## src/rtl/mem_access_unit_pkg.sv

```systemverilog
// Shared definitions for the execute-side memory path: memOP codes, the
// memory-access FSM encoding and default timeout sizing.
package mem_access_unit_pkg;

    typedef enum logic [1:0] {
        MOP_NONE  = 2'd0,
        MOP_LOAD  = 2'd1,
        MOP_STORE = 2'd2,
        MOP_RSVD  = 2'd3
    } mem_op_e;

    typedef enum logic [1:0] {
        ST_IDLE = 2'd0,
        ST_REQ  = 2'd1,
        ST_DONE = 2'd2
    } mau_state_e;

    localparam int DEFAULT_TIMEOUT = 15;
    localparam int DEFAULT_CNTW    = 4;

    // Reserved code behaves like MOP_NONE: only load and store touch memory.
    function automatic logic is_access(input logic [1:0] op);
        return (op == MOP_LOAD) || (op == MOP_STORE);
    endfunction

endpackage

```

## src/rtl/mau_timeout_counter.sv

```systemverilog
// Wait-cycle counter for an outstanding memory request; expired flags the
// last cycle the request may still be acknowledged.
module mau_timeout_counter #(
    parameter int TIMEOUT = 15,
    parameter int CNTW    = 4
) (
    input  logic clk,
    input  logic reset,
    input  logic clear,
    input  logic enable,
    output logic expired
);

    logic [CNTW-1:0] count_q;
    logic [CNTW-1:0] count_d;

    always_comb begin
        count_d = count_q;
        if (clear) begin
            count_d = '0;
        end else if (enable) begin
            count_d = count_q + CNTW'(1);
        end
    end

    always_ff @(posedge clk) begin
        if (reset) begin
            count_q <= '0;
        end else begin
            count_q <= count_d;
        end
    end

    assign expired = (count_q == CNTW'(TIMEOUT - 1));

endmodule

```

## src/rtl/mem_access_unit.sv

```systemverilog
// Single load/store engine between execute and the data-memory port;
// holds busy from acceptance until a one-cycle done/error pulse.
module mem_access_unit
    import mem_access_unit_pkg::*;
#(
    parameter int BITSADDR = 32,
    parameter int BITSDATA = 32,
    parameter int MEMOP    = 2,
    parameter int TIMEOUT  = DEFAULT_TIMEOUT,
    parameter int CNTW     = DEFAULT_CNTW
) (
    input  logic                clk,
    input  logic                reset,
    input  logic                start,
    input  logic [MEMOP-1:0]    memOP,
    input  logic [BITSADDR-1:0] address,
    input  logic [BITSDATA-1:0] storeData,
    output logic                busy,
    output logic                done,
    output logic                error,
    output logic [BITSDATA-1:0] loadData,
    output logic                mem_req,
    output logic                mem_we,
    output logic [BITSADDR-1:0] mem_addr,
    output logic [BITSDATA-1:0] mem_wdata,
    input  logic                mem_ack,
    input  logic [BITSDATA-1:0] mem_rdata
);

    mau_state_e          state_q, state_d;
    logic                busy_q, busy_d;
    logic                done_q, done_d;
    logic                error_q, error_d;
    logic [BITSDATA-1:0] load_data_q, load_data_d;
    logic                mem_req_q, mem_req_d;
    logic                mem_we_q, mem_we_d;
    logic [BITSADDR-1:0] mem_addr_q, mem_addr_d;
    logic [BITSDATA-1:0] mem_wdata_q, mem_wdata_d;
    logic                cnt_clear, cnt_enable, cnt_expired;
    logic [1:0]          op_sel;

    assign op_sel = memOP[1:0];

    mau_timeout_counter #(
        .TIMEOUT (TIMEOUT),
        .CNTW    (CNTW)
    ) u_timeout (
        .clk     (clk),
        .reset   (reset),
        .clear   (cnt_clear),
        .enable  (cnt_enable),
        .expired (cnt_expired)
    );

    always_comb begin
        state_d     = state_q;
        busy_d      = busy_q;
        done_d      = 1'b0;
        error_d     = 1'b0;
        load_data_d = load_data_q;
        mem_req_d   = mem_req_q;
        mem_we_d    = mem_we_q;
        mem_addr_d  = mem_addr_q;
        mem_wdata_d = mem_wdata_q;
        cnt_clear   = 1'b0;
        cnt_enable  = 1'b0;
        unique case (state_q)
            ST_IDLE: begin
                if (start) begin
                    if (!is_access(op_sel)) begin
                        state_d = ST_DONE;
                        done_d  = 1'b1;
                    end else if (address[1:0] != 2'b00) begin
                        state_d = ST_DONE;
                        done_d  = 1'b1;
                        error_d = 1'b1;
                    end else begin
                        state_d     = ST_REQ;
                        busy_d      = 1'b1;
                        mem_req_d   = 1'b1;
                        mem_we_d    = (op_sel == MOP_STORE);
                        mem_addr_d  = address;
                        mem_wdata_d = storeData;
                        cnt_clear   = 1'b1;
                    end
                end
            end
            ST_REQ: begin
                // An ack arriving on the expiry cycle still wins over the timeout.
                if (mem_ack) begin
                    if (!mem_we_q) begin
                        load_data_d = mem_rdata;
                    end
                    state_d   = ST_DONE;
                    busy_d    = 1'b0;
                    done_d    = 1'b1;
                    mem_req_d = 1'b0;
                end else if (cnt_expired) begin
                    state_d   = ST_DONE;
                    busy_d    = 1'b0;
                    done_d    = 1'b1;
                    error_d   = 1'b1;
                    mem_req_d = 1'b0;
                end else begin
                    cnt_enable = 1'b1;
                end
            end
            ST_DONE: begin
                state_d = ST_IDLE;
            end
            default: begin
                state_d = ST_IDLE;
            end
        endcase
    end

    always_ff @(posedge clk) begin
        if (reset) begin
            state_q     <= ST_IDLE;
            busy_q      <= 1'b0;
            done_q      <= 1'b0;
            error_q     <= 1'b0;
            load_data_q <= '0;
            mem_req_q   <= 1'b0;
            mem_we_q    <= 1'b0;
            mem_addr_q  <= '0;
            mem_wdata_q <= '0;
        end else begin
            state_q     <= state_d;
            busy_q      <= busy_d;
            done_q      <= done_d;
            error_q     <= error_d;
            load_data_q <= load_data_d;
            mem_req_q   <= mem_req_d;
            mem_we_q    <= mem_we_d;
            mem_addr_q  <= mem_addr_d;
            mem_wdata_q <= mem_wdata_d;
        end
    end

    assign busy      = busy_q;
    assign done      = done_q;
    assign error     = error_q;
    assign loadData  = load_data_q;
    assign mem_req   = mem_req_q;
    assign mem_we    = mem_we_q;
    assign mem_addr  = mem_addr_q;
    assign mem_wdata = mem_wdata_q;

endmodule

```

## config.mk

```make
export PLATFORM = sky130hd
export DESIGN_NAME = mem_access_unit
export DESIGN_NICKNAME = d
export VERILOG_FILES = /design/src/rtl/mem_access_unit_pkg.sv /design/src/rtl/mau_timeout_counter.sv /design/src/rtl/mem_access_unit.sv
export SDC_FILE = /design/constraint.sdc
export NUM_CORES = 1
export LEC_CHECK = 0
export ABC_AREA = 1
export BUFFER_PORTS_ARGS = -buffer_cell sky130_fd_sc_hd__buf_4
export CORE_UTILIZATION = 30
export DETAILED_ROUTE_END_ITERATION = 12
export GPL_ROUTABILITY_DRIVEN = 1
export PLACE_DENSITY = 0.56
export SYNTH_ARGS = -nofsm -noshare
export SYNTH_HDL_FRONTEND = slang
export SYNTH_SLANG_ARGS = --single-unit
```

## constraint.sdc

```tcl
create_clock -name clk -period 1.4 [get_ports clk]
set_input_delay 0.21 -clock clk [delete_from_list [all_inputs] [get_ports clk]]
set_output_delay 0.21 -clock clk [all_outputs]
set_load 0.005 [all_outputs]
```

# After elaboration in Yosys (flattened, before gate mapping)
# Cells that the tools add are included.
op_classes:
  add_sub_neg: 1
  eq_ne: 8
  n_mux: 29
  n_bitwise: 2
  n_reduce_logical: 9
ops:
  columns: ["cell", "n"]
  rows:
  - ["$mux 1", 20]
  - ["$mux 2", 5]
  - ["$ne 2x2->1 const B", 3]
  - ["$pmux 1 s2", 3]
  - ["$reduce_and 5->1", 1]
  - ["$add 4x1->4 const B", 1]
  - ["$eq 2x1->1 const B", 2]
  - ["$eq 4x4->1 const B", 1]
  - ["$pmux 2 s2", 1]
  - ["$reduce_and 4->1", 1]
  - ["$reduce_bool 2->1", 2]
  - ["$ne 3x3->1 const B", 1]
  - ["$reduce_and 3->1", 1]
  - ["$eq 2x2->1 const B", 1]
  - ["$logic_not 2->1", 1]
  - ["$not 1->1", 2]
  - ["$reduce_and 2->1", 1]
  - ["$reduce_or 2->1", 1]
  - ["$logic_or 1x1->1", 1]
word_totals:
  register_bits: 106
  in_bits: 102
  wordCells: 58

# Longest topological paths before layout
depth:
  word_depth: 6
  depth_mapped: 8
  depth_no_buf: 8

# Hierarchy
# From an unflattened synthesis, not the netlist that was laid out.
unflattened:
  hier_cells: 607
  area_unflattened_um2: 4191.5
by_module_without_submodules:
  columns: ["module", "n_inst", "cells_each", "area_per_inst_um2", "seq_area_each_um2"]
  rows:
  - ["mem_access_unit", 1, 583, 4006.3, 2042.0]
  - ["mau_timeout_counter", 1, 24, 185.2, 80.1]

# Worst setup path before layout
# Ideal clock, no wire load.
synth_timing:
  path_type: "input to register"
  start: "input port memOP[0]"
  end: "register mem_we_q, in the netlist mem_we"
  arrival_ns: 1.307
  required_time_ns: 1.336
  setup_slack_ns: 0.028
  cell_stages: 8
  cell_sequence: "inv_1 ha_1 inv_1 nand2_2 nor3_4 buf_6 nor2_1 nor2_1"
synth_between:
  elab_chain_len: 3
synth_rtl:
  columns: ["element", "line", "rtl"]
  rows:
  - ["start, declared", "mem_access_unit.sv:15", "input logic [MEMOP-1:0] memOP,"]
  - ["$eq 2x1->1 or $eq 2x2->1 (tied branches)", "mem_access_unit_pkg.sv:23, mem_access_unit.sv:81", null]
  - ["$logic_or 1x1->1", "mem_access_unit_pkg.sv:23", "return (op == MOP_LOAD) || (op == MOP_STORE);"]
  - ["$reduce_and 4->1 (no line)", null, null]
  - ["end signal, assigned", "mem_access_unit.sv:135", "mem_we_q <= mem_we_d;"]
  - ["end, declared", "mem_access_unit.sv:36", "logic mem_we_q, mem_we_d;"]
# Parallel ways exist; a longest one is shown, timed or not.
# A chain may end at the register's enable or synchronous reset.

# Final worst setup path
layout_timing:
  start: "register state_q[0]"
  end: "register mem_wdata_q[7], in the netlist mem_wdata[7]"
layout_between:
  elab_chain_len: 2
layout_rtl:
  columns: ["element", "line", "rtl"]
  rows:
  - ["start, declared", "mem_access_unit.sv:30", "mau_state_e state_q, state_d;"]
  - ["start signal, assigned", "mem_access_unit.sv:129", "state_q <= state_d;"]
  - ["$logic_not 2->1", "mem_access_unit.sv:67", "unique case (state_q)"]
  - ["$reduce_and 4->1 (no line)", null, null]
  - ["end signal, assigned", "mem_access_unit.sv:137", "mem_wdata_q <= mem_wdata_d;"]
  - ["end, declared", "mem_access_unit.sv:38", "logic [BITSDATA-1:0] mem_wdata_q, mem_wdata_d;"]
# Every way passes these cells.

==> flow_metrics.env <==
export IMPL_initialDrtViolationCount=153
export IMPL_post_route_drc_count=0
export IMPL_r2r_start="state_q[0]"
export IMPL_yosysWarnings=0
export IMPL_peakVddDrop_mv=0.553
export IMPL_cp_startpoint="state_q[0]"
export IMPL_routed_via_density=4.42
export IMPL_nets=784
export IMPL_place_congestion=0.755
export IMPL_vias=3762
export IMPL_synth_area_mm2=0.00384
export IMPL_min_path_type="in -> reg"
export IMPL_post_drt_wl_per_cell_um=12.5
export IMPL_fin_area_mm2=0.00582
export IMPL_maxCapViolCount=0
export IMPL_cts_hold_buf=0
export IMPL_status="completed"
export IMPL_fp_dieW_um=115
export IMPL_numPortBuffers=202
export IMPL_grt_pass1_vias=3503
export IMPL_seq_area_frac_synth=0.552
export IMPL_num_fill_cells=1242
export IMPL_slew_headroom=0.776
export IMPL_dp_hpwl_um=7780
export IMPL_power_mw=6.31
export IMPL_ant_nets=0
export IMPL_cts_htree_levels=3
export IMPL_synth_nets=590
export IMPL_ys_flop_type="dfxtp_1"
export IMPL_finalHoldViolations=0
export IMPL_area_delta_synth_final_pct=51.5
export IMPL_cts_setup_buffers=0
export IMPL_clkLatencyLatePin_ns=0.34
export IMPL_synth_top_cell_area_share=0.552
export IMPL_yosys_cell_count_top_type="nor2_1"
export IMPL_clock_path_buffers=2
export IMPL_max_freq_mhz=777
export IMPL_core_mm2=0.0123
export IMPL_dr_pass1_iters=4
export IMPL_ys_ff_latch=106
export IMPL_synthArstFlopShare=0
export IMPL_end_kind="flop"
export IMPL_path_clk_slew_ns=0.06
export IMPL_finalWirelength_um=10600
export IMPL_crit_fanout=27
export IMPL_antenna_cells=0
export IMPL_required_ns=1.63
export IMPL_yosysTopAreaCell="dfxtp_1"
export IMPL_start_util=0.313
export IMPL_setup_tns_ns=0
export IMPL_startpoint_type="flop"
export IMPL_cts_root_buffer="clkbuf_16"
export IMPL_grt_usage=0.161
export IMPL_worst_pin_slew_ns=0.336
export IMPL_fin_worst_skew_ns=0.00471
export IMPL_synth_edf_count=0
export IMPL_drv_slew=0
export IMPL_die_height_um=115
export IMPL_setup_viol=0
export IMPL_grt_pass1_wl_um=16600
export IMPL_synth_avg_cell_area_um2=7.92
export IMPL_cts_buffers=9
export IMPL_ios=203
export IMPL_place_area_mm2=0.00552
export IMPL_cts_sinks=106
export IMPL_cts_tree="done"
export IMPL_critical_path_class="reg -> reg"
export IMPL_synth_cells=485
export IMPL_post_cts_resized=0
export IMPL_power_density_mw_per_mm2=1080
export IMPL_drive_gt1_frac=0.351
export IMPL_min_period_ns=1.29
export IMPL_antenna_found_initial=0
export IMPL_synth_commonest_cells="nor2_1, dfxtp_1, o21ai_0"
export IMPL_rsz0062_at_grt="false"
export IMPL_rows=40
export IMPL_synthTopCellsByArea="dfxtp_1, nor2_1, o21ai_0"
export IMPL_hp_start="reset"
export IMPL_grt_ovfl_total=0
export IMPL_yosysUniqueCellTypes=23
export IMPL_grt_max_degree=59
export IMPL_finalCritPeriodShare=0.919
export IMPL_power_leakage_nw=2.59
export IMPL_die_area_mm2=0.0133
export IMPL_arrival_ns=1.52
final timing paths:
kind             endpoint  slack (ns)  cells past startpoint
max          mem_wdata[7]        0.11                      7
min            state_q[0]        0.07                      2
max reg2reg  mem_wdata[7]        0.11                      7
min reg2reg   mem_addr[1]        0.43                      2
report_power, final:
group          internal, mW  switching, mW  total (mW)
Combinational         0.396          0.291       0.687
Sequential             3.11         0.0486        3.15
Clock                  1.42           1.05        2.47
logic make-up after synthesis:
kind of cell	count (synthesis)	share of synthesized area
AOI/OAI and AO/OA	106	0.138
xor gates and xnor gates	2	0.00456
adders and majority gates	3	0.00977
buffers and inverters	46	0.0664
DFF	106	0.552
and+or+nand+nor	222	0.229
cell usage in the layout, fill, tap and decap left out, types with 3 or more instances in the layout:
| cell type | instances |
|---|---|
| dfxtp_1 | 106 |
| nand3_1 | 4 |
| a21oi_1 | 10 |
| nor2_1 | 197 |
| ha_1 | 3 |
| buf_4 | 207 |
| o21ai_0 | 81 |
| o21ai_1 | 15 |
| nand2_1 | 11 |
| buf_12 | 5 |
| inv_2 | 5 |
| clkbuf_16 | 9 |
| inv_1 | 11 |
metrics by stage:
stage / hold slack [ns] / setup WS, ns / cells / utilization
after floorplan: 0.279 / 0.0285 / 485 / -
after global placement: 0.417 / -0.0702 / 836 / 0.450
after detailed placement: 0.421 / -0.107 / 836 / 0.450
after CTS: 0.0571 / 0.0235 / 851 / 0.474
after global routing: 0.0646 / 0.00182 / 851 / 0.475
final: 0.0685 / 0.114 / 851 / 0.475
cell type report:
class	instances	area (um^2)	area share
clock buffers	12	246	0.0423
clock inverters	3	40.0	0.00688
inverters	16	60.1	0.0103
multi-input cells	333	1480	0.254
flip-flops and latches	106	2120	0.365
well taps	168	210	0.0361
repair buffers	213	1670	0.286
sequential cells by signal, indices dropped and copies added, names as in the netlist:
| signal | cells |
|---|---|
| mem_addr | 32 |
| state_q | 2 |
| done | 1 |
| mem_wdata | 32 |
| loadData | 32 |
| error | 1 |
| mem_we | 1 |
| mem_req | 1 |
| u_timeout.count_q | 4 |
routing by layer:
layer | global-route usage | wire length [um] | vias to the layer above
met5 | 0 | 0 | -
li1 | - | - | 1927
met3 | 0.0538 | 866 | 16
met1 | 0.181 | 4380 | 1691
met4 | 0.0727 | 194 | 0
met2 | 0.278 | 5170 | 128
critical path: stages (launching register included):
cell and delay, ns:
dfxtp_1 0.32, inv_2 0.10, nand2_4 0.08, nor2_1 0.12, nand3_2 0.11, buf_6 0.19, o21ai_0 0.19, nor2_1 0.06
(Power assumes the default switching activity.)
